===== config.mk =====
export PLATFORM = sky130hd
export DESIGN_NAME = pressure_abnormality_monitor
export DESIGN_NICKNAME = d
export VERILOG_FILES = /design/src/rtl/pressure_mon_pkg.sv /design/src/rtl/pressure_window_classifier.sv /design/src/rtl/pressure_abnormality_monitor.sv
export SDC_FILE = /design/constraint.sdc
export NUM_CORES = 1
export LEC_CHECK = 0
export BUFFER_PORTS_ARGS = -buffer_cell sky130_fd_sc_hd__buf_2
export CAP_MARGIN = 20
export CORE_UTILIZATION = 44
export CTS_CLUSTER_SIZE = 12
export DETAILED_ROUTE_END_ITERATION = 16
export PLACE_DENSITY = 0.7
export SYNTH_ARGS = -nofsm -noshare
export SYNTH_HDL_FRONTEND = slang
export SYNTH_SLANG_ARGS = --single-unit

===== constraint.sdc =====
create_clock -name clk -period 1.7 [get_ports clk]
set_input_delay 0.085 -clock clk [delete_from_list [all_inputs] [get_ports clk]]
set_output_delay 0.085 -clock clk [all_outputs]
set_load 0.02 [all_outputs]

===== src/rtl/pressure_mon_pkg.sv =====
// ============================================================================
// Module : pressure_mon_pkg
// Brief  : Shared state encoding, alarm codes and sample classification.
// Rev    : 1.0 - initial release
// ============================================================================
`default_nettype none

package pressure_mon_pkg;

  typedef enum logic [1:0] {
    NORMAL  = 2'd0,
    PENDING = 2'd1,
    ALARM   = 2'd2,
    RECOVER = 2'd3
  } state_t;

  localparam logic [1:0] CODE_NONE = 2'b00;
  localparam logic [1:0] CODE_LOW  = 2'b01;
  localparam logic [1:0] CODE_HIGH = 2'b10;

  function automatic logic [1:0] classifySample(input logic [31:0] sample,
                                                input logic [31:0] lowTh,
                                                input logic [31:0] highTh);
    if (sample < lowTh)       return CODE_LOW;
    else if (sample > highTh) return CODE_HIGH;
    else                      return CODE_NONE;
  endfunction

endpackage

`default_nettype wire


===== src/rtl/pressure_window_classifier.sv =====
// ============================================================================
// Module : pressure_window_classifier
// Brief  : Combinational unsigned window compare of one pressure sample.
// Rev    : 1.0 - initial release
// ============================================================================
`default_nettype none

module pressure_window_classifier
  import pressure_mon_pkg::*;
#(
  parameter int DATA_W  = 6,
  parameter int LOW_TH  = 12,
  parameter int HIGH_TH = 40
) (
  input  logic [DATA_W-1:0] pressureData,
  output logic              isLow,
  output logic              isHigh
);

  // Limits are taken at sample width so the compare stays unsigned at DATA_W.
  localparam logic [DATA_W-1:0] c_lowTh  = DATA_W'(LOW_TH);
  localparam logic [DATA_W-1:0] c_highTh = DATA_W'(HIGH_TH);

  logic [1:0] w_class;

  assign w_class = classifySample(32'(pressureData), 32'(c_lowTh), 32'(c_highTh));
  assign isLow   = (w_class == CODE_LOW);
  assign isHigh  = (w_class == CODE_HIGH);

endmodule

`default_nettype wire


===== src/rtl/pressure_abnormality_monitor.sv =====
// ============================================================================
// Module : pressure_abnormality_monitor
// Brief  : Debounced pressure window alarm (raise after PERSIST abnormal,
//          clear after CLEAR_CNT normal samples). Optional latched alarm with
//          operator acknowledge when PRESSURE_ALARM_LATCH_EN is defined.
// Rev    : 1.0 - initial release
// ============================================================================
`default_nettype none

module pressure_abnormality_monitor
  import pressure_mon_pkg::*;
#(
  parameter int DATA_W    = 6,
  parameter int LOW_TH    = 12,
  parameter int HIGH_TH   = 40,
  parameter int PERSIST   = 4,
  parameter int CLEAR_CNT = 3
) (
  input  logic              clk,
  input  logic              rst_n,
  input  logic              sampleValid,
  input  logic [DATA_W-1:0] pressureData,
  input  logic              alarmAck,
  output logic              pressureAbnormality,
  output logic              alarm,
  output logic [1:0]        alarmCode,
  output logic [1:0]        state
);

`ifdef PRESSURE_ALARM_LATCH_EN
  localparam bit c_latchEn = 1'b1;
`else
  localparam bit c_latchEn = 1'b0;
`endif

  localparam int c_maxCnt = (PERSIST > CLEAR_CNT) ? PERSIST : CLEAR_CNT;
  localparam int c_cntW   = $clog2(c_maxCnt + 1);
  localparam logic [c_cntW-1:0] c_one       = c_cntW'(1);
  localparam logic [c_cntW-1:0] c_persistM1 = c_cntW'(PERSIST - 1);
  localparam logic [c_cntW-1:0] c_clearM1   = c_cntW'(CLEAR_CNT - 1);

  logic              w_isLow;
  logic              w_isHigh;
  logic              w_abn;
  logic [1:0]        w_kind;
  logic [c_cntW-1:0] w_cntInc;

  state_t            r_state;
  logic [c_cntW-1:0] r_cnt;
  logic [1:0]        r_kind;
  logic              r_abn;
  logic              r_alarm;
  logic [1:0]        r_code;

  pressure_window_classifier #(
    .DATA_W (DATA_W),
    .LOW_TH (LOW_TH),
    .HIGH_TH(HIGH_TH)
  ) u_classifier (
    .pressureData(pressureData),
    .isLow       (w_isLow),
    .isHigh      (w_isHigh)
  );

  assign w_abn    = w_isLow | w_isHigh;
  assign w_kind   = w_isLow ? CODE_LOW : (w_isHigh ? CODE_HIGH : CODE_NONE);
  assign w_cntInc = (r_cnt == {c_cntW{1'b1}}) ? r_cnt : r_cnt + c_one;

  always_ff @(posedge clk or negedge rst_n) begin
    if (!rst_n) begin
      r_state <= NORMAL;
      r_cnt   <= '0;
      r_kind  <= CODE_NONE;
      r_abn   <= 1'b0;
      r_alarm <= 1'b0;
      r_code  <= CODE_NONE;
    end else begin
      // Acknowledge acts before the sample update so a same-cycle alarm entry wins.
      if (c_latchEn && alarmAck && (r_state == NORMAL || r_state == PENDING)) begin
        r_alarm <= 1'b0;
        r_code  <= CODE_NONE;
      end
      if (sampleValid) begin
        r_abn <= w_abn;
        unique case (r_state)
          NORMAL: begin
            if (w_abn) begin
              r_kind <= w_kind;
              if (PERSIST == 1) begin
                r_state <= ALARM;
                r_cnt   <= '0;
                r_alarm <= 1'b1;
                r_code  <= w_kind;
              end else begin
                r_state <= PENDING;
                r_cnt   <= c_one;
              end
            end else begin
              r_cnt <= '0;
            end
          end
          PENDING: begin
            if (!w_abn) begin
              r_state <= NORMAL;
              r_cnt   <= '0;
              r_kind  <= CODE_NONE;
            end else if (w_kind != r_kind) begin
              r_cnt  <= c_one;
              r_kind <= w_kind;
            end else if (r_cnt >= c_persistM1) begin
              r_state <= ALARM;
              r_cnt   <= '0;
              r_alarm <= 1'b1;
              r_code  <= r_kind;
            end else begin
              r_cnt <= w_cntInc;
            end
          end
          ALARM: begin
            if (w_abn) begin
              r_kind <= w_kind;
              r_code <= w_kind;
            end else if (CLEAR_CNT == 1) begin
              r_state <= NORMAL;
              r_cnt   <= '0;
              r_kind  <= CODE_NONE;
              if (!c_latchEn) begin
                r_alarm <= 1'b0;
                r_code  <= CODE_NONE;
              end
            end else begin
              r_state <= RECOVER;
              r_cnt   <= c_one;
            end
          end
          RECOVER: begin
            if (w_abn) begin
              r_state <= ALARM;
              r_cnt   <= '0;
              r_kind  <= w_kind;
              r_code  <= w_kind;
            end else if (r_cnt >= c_clearM1) begin
              r_state <= NORMAL;
              r_cnt   <= '0;
              r_kind  <= CODE_NONE;
              if (!c_latchEn) begin
                r_alarm <= 1'b0;
                r_code  <= CODE_NONE;
              end
            end else begin
              r_cnt <= w_cntInc;
            end
          end
          default: r_state <= NORMAL;
        endcase
      end
    end
  end

  assign pressureAbnormality = r_abn;
  assign alarm               = r_alarm;
  assign alarmCode           = r_code;
  assign state               = r_state;

endmodule

`default_nettype wire


# Word-level counts from Yosys, hierarchy flattened
# Index checks and enable logic that the tools add are counted.
totals:
  reg_bits: 11
  input_bits: 10
  output_inout_bits: 6
op_classes:
  n_bitwise: 1
  reduce_logical: 9
  n_addsub: 1
  n_mux: 36
  order_cmp: 4
  n_eq_ne: 20
op_table:
  columns: ["op", "count"]
  rows:
  - ["$mux W2", 18]
  - ["$mux W3", 7]
  - ["$ne A2 B2 Y1 const B", 8]
  - ["$reduce_and A7 Y1", 2]
  - ["$ne A3 B3 Y1 const B", 4]
  - ["$pmux W2 S3", 2]
  - ["$pmux W3 S4", 1]
  - ["$pmux W2 S4", 1]
  - ["$eq A2 B2 Y1 const B", 3]
  - ["$ge A3 B2 Y1 const B", 2]
  - ["$gt A6 B6 Y1 const B", 1]
  - ["$lt A6 B4 Y1 const B", 1]
  - ["$mux W1", 6]
  - ["$reduce_and A6 Y1", 1]
  - ["$eq A2 B1 Y1 const B", 2]
  - ["$reduce_and A4 Y1", 1]
  - ["$add A3 B1 Y3 const B", 1]
  - ["$eq A3 B3 Y1 const B", 1]
  - ["$reduce_bool A3 Y1", 1]
  - ["$logic_not A2 Y1", 1]
  - ["$ne A2 B1 Y1 const B", 1]
  - ["$ne A2 B2 Y1", 1]
  - ["$pmux W1 S2", 1]
  - ["$reduce_and A2 Y1", 1]
  - ["other kinds (3)", 3]

# Logic depth before layout (Yosys ltp)
# Gate-level depths: netlist of the first run.
logic_depth:
  ltp_word: 10
  mapped_depth: 7
  ltp_nobuf: 7

# By module
# Synthesis of the first run repeated with hierarchy kept, for this count alone.
unflattened:
  hier_cells: 88
  area_unflattened_um2: 782.0
by_module_without_submodules:
  columns: ["mod", "n_inst", "cells_each", "area_per_inst_um2"]
  rows:
  - ["pressure_abnormality_monitor", 1, 84, 753.2]
  - ["pressure_window_classifier", 1, 4, 28.8]

# Least setup slack after synthesis of the first run
# OpenSTA, ideal clock, no wires.
synth_path:
  path_type: "register to register"
  from: "reg r_cnt[0]"
  to: "reg r_code[0] (netlist: alarmCode[0])"
  n_path_buf: 0
  stages_incl_launch_ff: 8
  setup_slack_ns: 0.035
  t_required_ns: 1.575
  arrival_ns: 1.541
  path_cell_list: "dfrtp_1 inv_1 ha_1 nor3_1 nor2b_1 o21ai_0 a221oi_2 mux2_2"
synth_via:
  elab_chain_len: 3
synth_lines:
  columns: ["item", "line", "source"]
  rows:
  - ["from (decl)", "pressure_abnormality_monitor.sv:49", "logic [c_cntW-1:0] r_cnt;"]
  - ["from (signal assigned)", "pressure_abnormality_monitor.sv:96", "r_cnt <= c_one;"]
  - ["from (signal assigned)", "pressure_abnormality_monitor.sv:108", "r_cnt <= c_one;"]
  - ["from (signal assigned)", "pressure_abnormality_monitor.sv:116", "r_cnt <= w_cntInc;"]
  - ["$ge A3 B2 Y1, on equally long branches", "pressure_abnormality_monitor.sv:142, pressure_abnormality_monitor.sv:110", null]
  - ["$ne A3 B3 Y1 (no source line) / $ne A2 B2 Y1 (equally long branches)", null, null]
  - ["$reduce_and A7 Y1 (no source line) *", null, null]
  - ["to (signal assigned)", "pressure_abnormality_monitor.sv:114", "r_code <= r_kind;"]
  - ["to (signal assigned)", "pressure_abnormality_monitor.sv:122", "r_code <= w_kind;"]
  - ["to (signal assigned)", "pressure_abnormality_monitor.sv:141", "r_code <= w_kind;"]
  - ["to (decl)", "pressure_abnormality_monitor.sv:53", "logic [1:0] r_code;"]
# Every way passes the cells marked *; elsewhere a longest branch is shown, timed or not.
# A chain may end at the register's enable or synchronous reset.

# Worst setup path in the final report of the first run
# Ends and elaborated chain as after synthesis.

==> impl_metrics.prom, run 1 <==
# TYPE chip_impl_metric gauge
chip_impl_metric{name="horiz_die_dim",unit="um"} 44.2
chip_impl_metric{name="initial_cell_density_of_the_core",unit=""} 0.497
chip_impl_metric{name="achievable-frequency",unit="GHz"} 0.565
chip_impl_metric{name="post-route-util",unit=""} 0.733
chip_impl_metric{name="path_clk_slew",unit="ps"} 70
chip_impl_info{name="master_cell_of_the_clock_root_buffer",value="clkbuf_4"} 1
chip_impl_metric{name="antenna_found_initial",unit=""} 0
chip_impl_metric{name="route.antenna.remaining_nets",unit=""} 0
chip_impl_metric{name="synthDistinctLibCells",unit=""} 34
chip_impl_metric{name="dr.first_iter.drc_count",unit=""} 25
chip_impl_metric{name="synth_top_cell_area_share",unit=""} 0.351
chip_impl_info{name="yosys.area.top_type",value="dfrtp_1"} 1
chip_impl_metric{name="place_ws",unit="ps"} -67.8
chip_impl_info{name="regToRegStartpoint",value="r_cnt[0]"} 1
chip_impl_metric{name="clock_skews",unit="ps"} 1.62
chip_impl_metric{name="total_leakage_power",unit="nW"} 0.522
chip_impl_info{name="synth_top_cells_by_area",value="dfrtp_1, o21ai_0, mux2_2"} 1
chip_impl_metric{name="synthCells",unit=""} 90
chip_impl_metric{name="timing.max_cap.violations",unit=""} 0
chip_impl_metric{name="vdd.ir_drop.worst",unit="V"} 0.00108
chip_impl_info{name="worst_setup_path_startpoint",value="r_cnt[0]"} 1
chip_impl_metric{name="globalRoute.totalOverflow",unit=""} 0
chip_impl_metric{name="synth-seq-area-share",unit=""} 0.351
chip_impl_info{name="holdCritStartpoint",value="sampleValid"} 1
chip_impl_metric{name="core-area",unit="sq um"} 1580
chip_impl_metric{name="final_critical_path_setup_slack",unit="ps"} -68.8
chip_impl_metric{name="power.total",unit="W"} 0.00171
chip_impl_metric{name="number_of_placed_instances_with_taps_included",unit=""} 136
chip_impl_metric{name="drive_gt1_frac",unit=""} 0.477
chip_impl_info{name="postSynth.topFlopCell",value="dfrtp_1"} 1
chip_impl_metric{name="dr.pass1.iters",unit=""} 6
chip_impl_metric{name="max-clock-path-buffers",unit=""} 2
chip_impl_metric{name="ys_async_sr_fraction",unit=""} 1.00
chip_impl_info{name="hp-class",value="in -> reg"} 1
chip_impl_metric{name="hold_viol_final",unit=""} 0
chip_impl_metric{name="slowest_delay",unit="ps"} 400
chip_impl_info{name="cts_tree",value="yes"} 1
chip_impl_metric{name="count_of_flip_flops_with_a_built_in_enable_after_synthesis",unit=""} 0
chip_impl_metric{name="drc",unit=""} 0
chip_impl_info{name="critical_path_class",value="reg -> reg"} 1
chip_impl_metric{name="synth_warnings",unit=""} 0
chip_impl_metric{name="diodes",unit=""} 0
chip_impl_metric{name="clock_tree.htree_level_count",unit=""} 1
chip_impl_metric{name="die_area",unit="sq um"} 1950
chip_impl_metric{name="row_count",unit=""} 14
chip_impl_metric{name="wire_length_of_the_first_global_routing_pass",unit="um"} 3720
chip_impl_metric{name="first_global_vias",unit=""} 799
chip_impl_metric{name="fin_crit_sh",unit=""} 1.04
chip_impl_metric{name="detailed_place_hpwl",unit="um"} 1490
chip_impl_metric{name="num_io_pins",unit=""} 16
chip_impl_info{name="timing.critical_path.slowest_stage_cell",value="a221oi_4"} 1
chip_impl_metric{name="worst_skew_pair.late_latency",unit="ps"} 260
chip_impl_metric{name="grt_start_max_net_pins",unit=""} 12
chip_impl_metric{name="numCtsBuffers",unit=""} 3
chip_impl_metric{name="slew_headroom",unit=""} 0.682
chip_impl_metric{name="buffer_ports.inserted",unit=""} 14
chip_impl_info{name="critical_path_end_type",value="flip-flop"} 1
chip_impl_metric{name="maxSlewViolCount",unit=""} 0
chip_impl_metric{name="wirelength",unit="um"} 2180
chip_impl_metric{name="critical_path_required",unit="ps"} 1840
chip_impl_metric{name="layout_min_cycle_time",unit="ps"} 1770
chip_impl_metric{name="setup_viol",unit=""} 2
chip_impl_metric{name="viasPerCell",unit=""} 5.85
chip_impl_metric{name="critical_path_arrival",unit="ps"} 1910
chip_impl_info{name="netlist_top_cells_count",value="dfrtp_1, nand2_1, o21ai_0"} 1
chip_impl_metric{name="layout.cell_area.non_filler",unit="sq um"} 1160
chip_impl_metric{name="mean_area_per_synthesized_cell",unit="sq um"} 8.70
chip_impl_metric{name="synthesis_stage_register_bit_count",unit=""} 11
chip_impl_metric{name="die_h",unit="um"} 44.2
chip_impl_info{name="synth.most_common_cell",value="dfrtp_1"} 1
chip_impl_metric{name="route.vias.total",unit=""} 842
chip_impl_metric{name="layout-area-overhead-vs-synth",unit="%"} 47.6
chip_impl_metric{name="post_synth_instance_area",unit="sq um"} 783
chip_impl_info{name="path_cells",value="buf_6, ha_4, a211o_1, nand4_1, a221oi_4, mux2_4"} 1
chip_impl_info{name="startpoint_type",value="flip-flop"} 1
chip_impl_metric{name="worst_pin_slew",unit="ps"} 476
chip_impl_info{name="violations_in_the_final_reports",value="setup timing"} 1
chip_impl_metric{name="routed_wire_length_per_instance",unit="um"} 15.1
chip_impl_metric{name="gp_routability_congestion",unit=""} 0.797
chip_impl_metric{name="placement.cell_area",unit="sq um"} 1000
chip_impl_metric{name="cp_max_fo",unit=""} 3
chip_impl_info{name="outcome",value="finished with violations"} 1
chip_impl_metric{name="synth_fp_nets",unit=""} 102
chip_impl_metric{name="grtUsageTotal",unit=""} 0.260
chip_impl_info{name="unrepaired_setup_endpoints_after_global_routing",value="yes"} 1
chip_impl_metric{name="final_cell_count_no_fill",unit=""} 144
chip_impl_metric{name="design.final.nets",unit=""} 141
chip_impl_metric{name="cts.sinks",unit=""} 11
chip_impl_metric{name="power.density_cell_area",unit="nW/um^2"} 1480
==> placed cells by master (no fill, tap or decap), drive strengths merged, types with 2 or more instances in the layout <==
cell type  instances
nor2               8
mux2               4
a21oi              3
nor2b              4
o21ai              9
nand2              9
o31ai              3
ha                 2
xnor2              2
dfrtp             11
clkbuf             4
nor3               2
buf               36
nand3              5
or3                2
inv                4
o311ai             2
==> per-stage QoR <==
stage,hold WS [ps],TNS [ps]
final,165,-113
after global routing,179,-302
after CTS,154,-2.54
after detailed placement,-26.3,-160
after global placement,-34.2,-66.8
after floorplan,-211,0
==> layout make-up <==
cell class,instances,area (sq um)
clock buffer,4,26.3
timing repair buffer,37,253
multi-input combinational,72,566
inverter,4,15.0
fill,113,420
sequential,11,277
tap,16,20.0
==> repair_timing <==
item	CTS	global route
setup buffers	4	0
cloned	0	0
pin swaps	5	1
endpoints found under the setup margin	3	6
hold buffers	1	0
endpoints found under the hold margin	11	0
gates resized for setup	10	11
==> per-layer routing <==
metal	GRT usage	share of wire	vias up
met1	0.357	0.46	385
met5	0	0	-
met4	0.115	0.030	0
li1	-	-	418
met2	0.394	0.47	31
met3	0.0571	0.035	8
==> kinds of logic (layout without fill, tap and decap cells) <==
family,Yosys count,in the layout,share of synthesized area
simple gates,33,33,0.208
compound gates,31,31,0.296
flops,11,11,0.351
buf+inv,7,45,0.0335
mux,4,4,0.0575
fa+ha+maj,2,2,0.0319
xor+xnor,2,2,0.0224
==> report_power, final <==
group	switching, W	total (W)	internal (W)
clock network	0.0000850	0.000175	0.0000904
registers	0.0000930	0.000449	0.000356
logic	0.000534	0.00109	0.000552
total	0.000713	0.00171	0.000998
==> worst max-delay path, delay by kind of cell, from the launching register on <==
family                   cells  cell delay (ps)
multiplexers                 1              350
flip-flops                   1              380
AND/OR/NAND/NOR              1              170
AO/OA/AOI/OAI                2              510
adder cells (fa/ha/maj)      1              120
buffers and inverters        1              120
==> worst paths after layout <==
path                                  endpoint  slack [ps]  cells after the start
min in group asynchronous             state[0]         240                      2
max reg2reg                       alarmCode[0]         -70                      6
min                        pressureAbnormality         170                      2
max                               alarmCode[0]         -70                      6
max in group asynchronous             r_cnt[1]        1240                      2
min reg2reg                              alarm         530                      2
==> flip-flops by register name, summed over array words and instances, names as in the netlist, named ones only <==
register / flops
r_cnt: 3
alarmCode: 2
r_kind: 2
alarm: 1
pressureAbnormality: 1
state: 1
(Power assumes the default switching activity.)
==> run 2, diff against run 1 <==
Settings changed: PLACE_DENSITY 0.7 to 0.69.
==> impl_metrics.prom, run 2 (same netlist as run 1, synthesis figures left out) <==
# TYPE chip_impl_metric gauge
chip_impl_info{name="outcome",value="finished with violations"} 1
chip_impl_metric{name="grt_start_max_net_pins",unit=""} 12
chip_impl_metric{name="initial_cell_density_of_the_core",unit=""} 0.497
chip_impl_metric{name="worst_pin_slew",unit="ps"} 378
chip_impl_metric{name="hold_viol_final",unit=""} 0
chip_impl_metric{name="grtUsageTotal",unit=""} 0.245
chip_impl_metric{name="gp_routability_congestion",unit=""} 0.805
chip_impl_metric{name="number_of_placed_instances_with_taps_included",unit=""} 135
chip_impl_metric{name="first_global_vias",unit=""} 797
chip_impl_metric{name="cts.sinks",unit=""} 11
chip_impl_metric{name="maxSlewViolCount",unit=""} 0
chip_impl_info{name="violations_in_the_final_reports",value="DRC, setup timing"} 1
chip_impl_metric{name="path_clk_slew",unit="ps"} 70
chip_impl_metric{name="power.switching_fraction",unit=""} 0.413
chip_impl_metric{name="max-clock-path-buffers",unit=""} 2
chip_impl_metric{name="fin_crit_sh",unit=""} 1.02
chip_impl_metric{name="drive_gt1_frac",unit=""} 0.429
chip_impl_metric{name="wire_length_of_the_first_global_routing_pass",unit="um"} 3470
chip_impl_metric{name="cp_max_fo",unit=""} 3
chip_impl_info{name="regToRegStartpoint",value="r_cnt[0]"} 1
chip_impl_metric{name="horiz_die_dim",unit="um"} 44.2
chip_impl_info{name="mostFrequentLayoutCells",value="buf_4, buf_2, dfrtp_1"} 1
chip_impl_info{name="crit-reg2reg-capture",value="alarmCode[0]"} 1
chip_impl_metric{name="setup_viol",unit=""} 3
chip_impl_metric{name="power.density_cell_area",unit="nW/um^2"} 1470
chip_impl_metric{name="core-area",unit="sq um"} 1580
chip_impl_metric{name="globalRoute.totalOverflow",unit=""} 0
chip_impl_metric{name="p_seq_frac",unit=""} 0.273
chip_impl_info{name="holdCritStartpoint",value="sampleValid"} 1
chip_impl_metric{name="route.antenna.remaining_nets",unit=""} 0
chip_impl_metric{name="num_io_pins",unit=""} 16
chip_impl_metric{name="rrSetupSlack",unit="ps"} -40
chip_impl_metric{name="power.switching",unit="W"} 0.000671
chip_impl_metric{name="viasPerCell",unit=""} 5.84
chip_impl_metric{name="buffer_ports.inserted",unit=""} 14
chip_impl_metric{name="internal_power",unit="W"} 0.000954
chip_impl_metric{name="drc",unit=""} 1
chip_impl_metric{name="achievable-frequency",unit="GHz"} 0.576
chip_impl_info{name="hp-class",value="in -> reg"} 1
chip_impl_metric{name="vdd.ir_drop.worst",unit="V"} 0.000865
chip_impl_info{name="timing.hold.worst_endpoint",value="pressureAbnormality"} 1
chip_impl_metric{name="dr.first_iter.drc_count",unit=""} 26
chip_impl_metric{name="pwr-share-clk",unit=""} 0.112
chip_impl_metric{name="post-route-util",unit=""} 0.702
chip_impl_metric{name="dr.pass1.iters",unit=""} 12
chip_impl_metric{name="largest_register_ffs",unit=""} 3
chip_impl_metric{name="detailed_place_hpwl",unit="um"} 1540
chip_impl_metric{name="die_h",unit="um"} 44.2
chip_impl_metric{name="design.final.nets",unit=""} 139
chip_impl_info{name="master_cell_of_the_clock_root_buffer",value="clkbuf_4"} 1
chip_impl_metric{name="layout-area-overhead-vs-synth",unit="%"} 41.2
chip_impl_metric{name="route.vias.total",unit=""} 829
chip_impl_metric{name="min_path_cells",unit=""} 2
chip_impl_metric{name="total_leakage_power",unit="nW"} 0.515
chip_impl_metric{name="numCtsBuffers",unit=""} 3
chip_impl_metric{name="final_critical_path_setup_slack",unit="ps"} -35.7
chip_impl_metric{name="worst_skew_pair.late_latency",unit="ps"} 270
chip_impl_metric{name="gr-usage-met2",unit=""} 0.394
chip_impl_info{name="unrepaired_setup_endpoints_after_global_routing",value="yes"} 1
chip_impl_info{name="startpoint_type",value="flip-flop"} 1
chip_impl_metric{name="diodes",unit=""} 0
chip_impl_metric{name="routed_wire_length_per_instance",unit="um"} 14.5
chip_impl_metric{name="wirelength",unit="um"} 2060
chip_impl_info{name="critical_path_end_type",value="flip-flop"} 1
chip_impl_metric{name="use_met1",unit=""} 0.326
chip_impl_info{name="regMostFlops",value="r_cnt"} 1
chip_impl_metric{name="layout_min_cycle_time",unit="ps"} 1740
chip_impl_metric{name="row_count",unit=""} 14
chip_impl_metric{name="slew_headroom",unit=""} 0.748
chip_impl_metric{name="final_cell_count_no_fill",unit=""} 142
chip_impl_metric{name="critical_path_required",unit="ps"} 1860
chip_impl_info{name="highest_utilization_routing_layer_at_the_global_route_stage",value="met2"} 1
chip_impl_metric{name="antenna_found_initial",unit=""} 0
chip_impl_metric{name="clock_skews",unit="ps"} 3.38
chip_impl_metric{name="timing.max_cap.violations",unit=""} 0
chip_impl_info{name="final_common_cell",value="buf_4"} 1
chip_impl_metric{name="groute.layer.met3.usage",unit=""} 0.0367
chip_impl_info{name="critical_path_class",value="reg -> reg"} 1
chip_impl_metric{name="die_area",unit="sq um"} 1950
chip_impl_metric{name="r2r.worst_path.cells",unit=""} 6
chip_impl_metric{name="clock_tree.htree_level_count",unit=""} 1
chip_impl_metric{name="critical_path_arrival",unit="ps"} 1890
chip_impl_metric{name="combinationalPowerShare",unit=""} 0.616
chip_impl_info{name="cts_tree",value="yes"} 1
-- run 2: changes by cell type in the layout (fill, tap and decap cells not counted), sizes merged --
cell / delta
buf: -2
-- run 2: power by group through the flow --
stage	clock network [W]	logic, W	registers, W
after floorplan	0	0.000445	0.000494
after global placement	0	0.000850	0.000432
after detailed placement	0	0.000863	0.000439
after CTS	0.000182	0.000966	0.000444
after global routing	0.000193	0.00109	0.000459
final	0.000182	0.00100	0.000443
-- run 2: critical path: stages (launching register included) --
cell,delay [ps]
dfrtp_1,380
buf_6,120
ha_4,110
a211o_1,120
nand4_1,150
a221oi_2,390
mux2_4,330
-- run 2: what timing repair did --
item,CTS,global route
setup buffers,2,1
pin swaps,4,0
resized for setup,13,2
hold buffers,1,0
hold endpoints to repair,11,0
endpoints found under the setup margin,3,6
-- run 2: worst max path at each step --
stage | from | end | slack [ps] | depth (start not counted)
finish | r_cnt[0] | alarmCode[0] | -40 | 6
global route | r_cnt[0] | alarmCode[0] | -120 | 6
CTS | r_cnt[0] | alarmCode[0] | -30 | 6
detailed placement | r_cnt[0] | alarmCode[0] | -100 | 8
global placement | r_cnt[0] | alarmCode[0] | -30 | 6
floorplan | r_cnt[0] | alarmCode[0] | 30 | 7
-- run 2: layout make-up --
class / instances / area, sq um
multi-input cells: 72 / 534
fillers: 127 / 470
flip-flops and latches: 11 / 277
repair buffers: 35 / 234
clock buffers: 4 / 26.3
well taps: 16 / 20.0
inverters: 4 / 15.0
-- run 2: per-stage QoR --
step / hold WS [ps] / cell area (sq um) / setup TNS [ps] / worst slack (ps) / power [W]
after CTS: 140 / 1090 / -61.2 / -31.9 / 0.00159
after floorplan: -211 / 783 / 0 / 34.7 / 0.000939
after detailed placement: -27.1 / 997 / -280 / -95.6 / 0.00130
final: 139 / 1110 / -70.3 / -35.7 / 0.00163
after global placement: -35.3 / 997 / -59.2 / -30.8 / 0.00128
after global routing: 174 / 1110 / -421 / -122 / 0.00174
-- run 2: routing by layer --
metal / vias to the layer above / part of all wire
li1: 412 / -
met1: 384 / 0.44
met2: 26 / 0.50
met3: 7 / 0.039
met4: 0 / 0.024
met5: - / 0
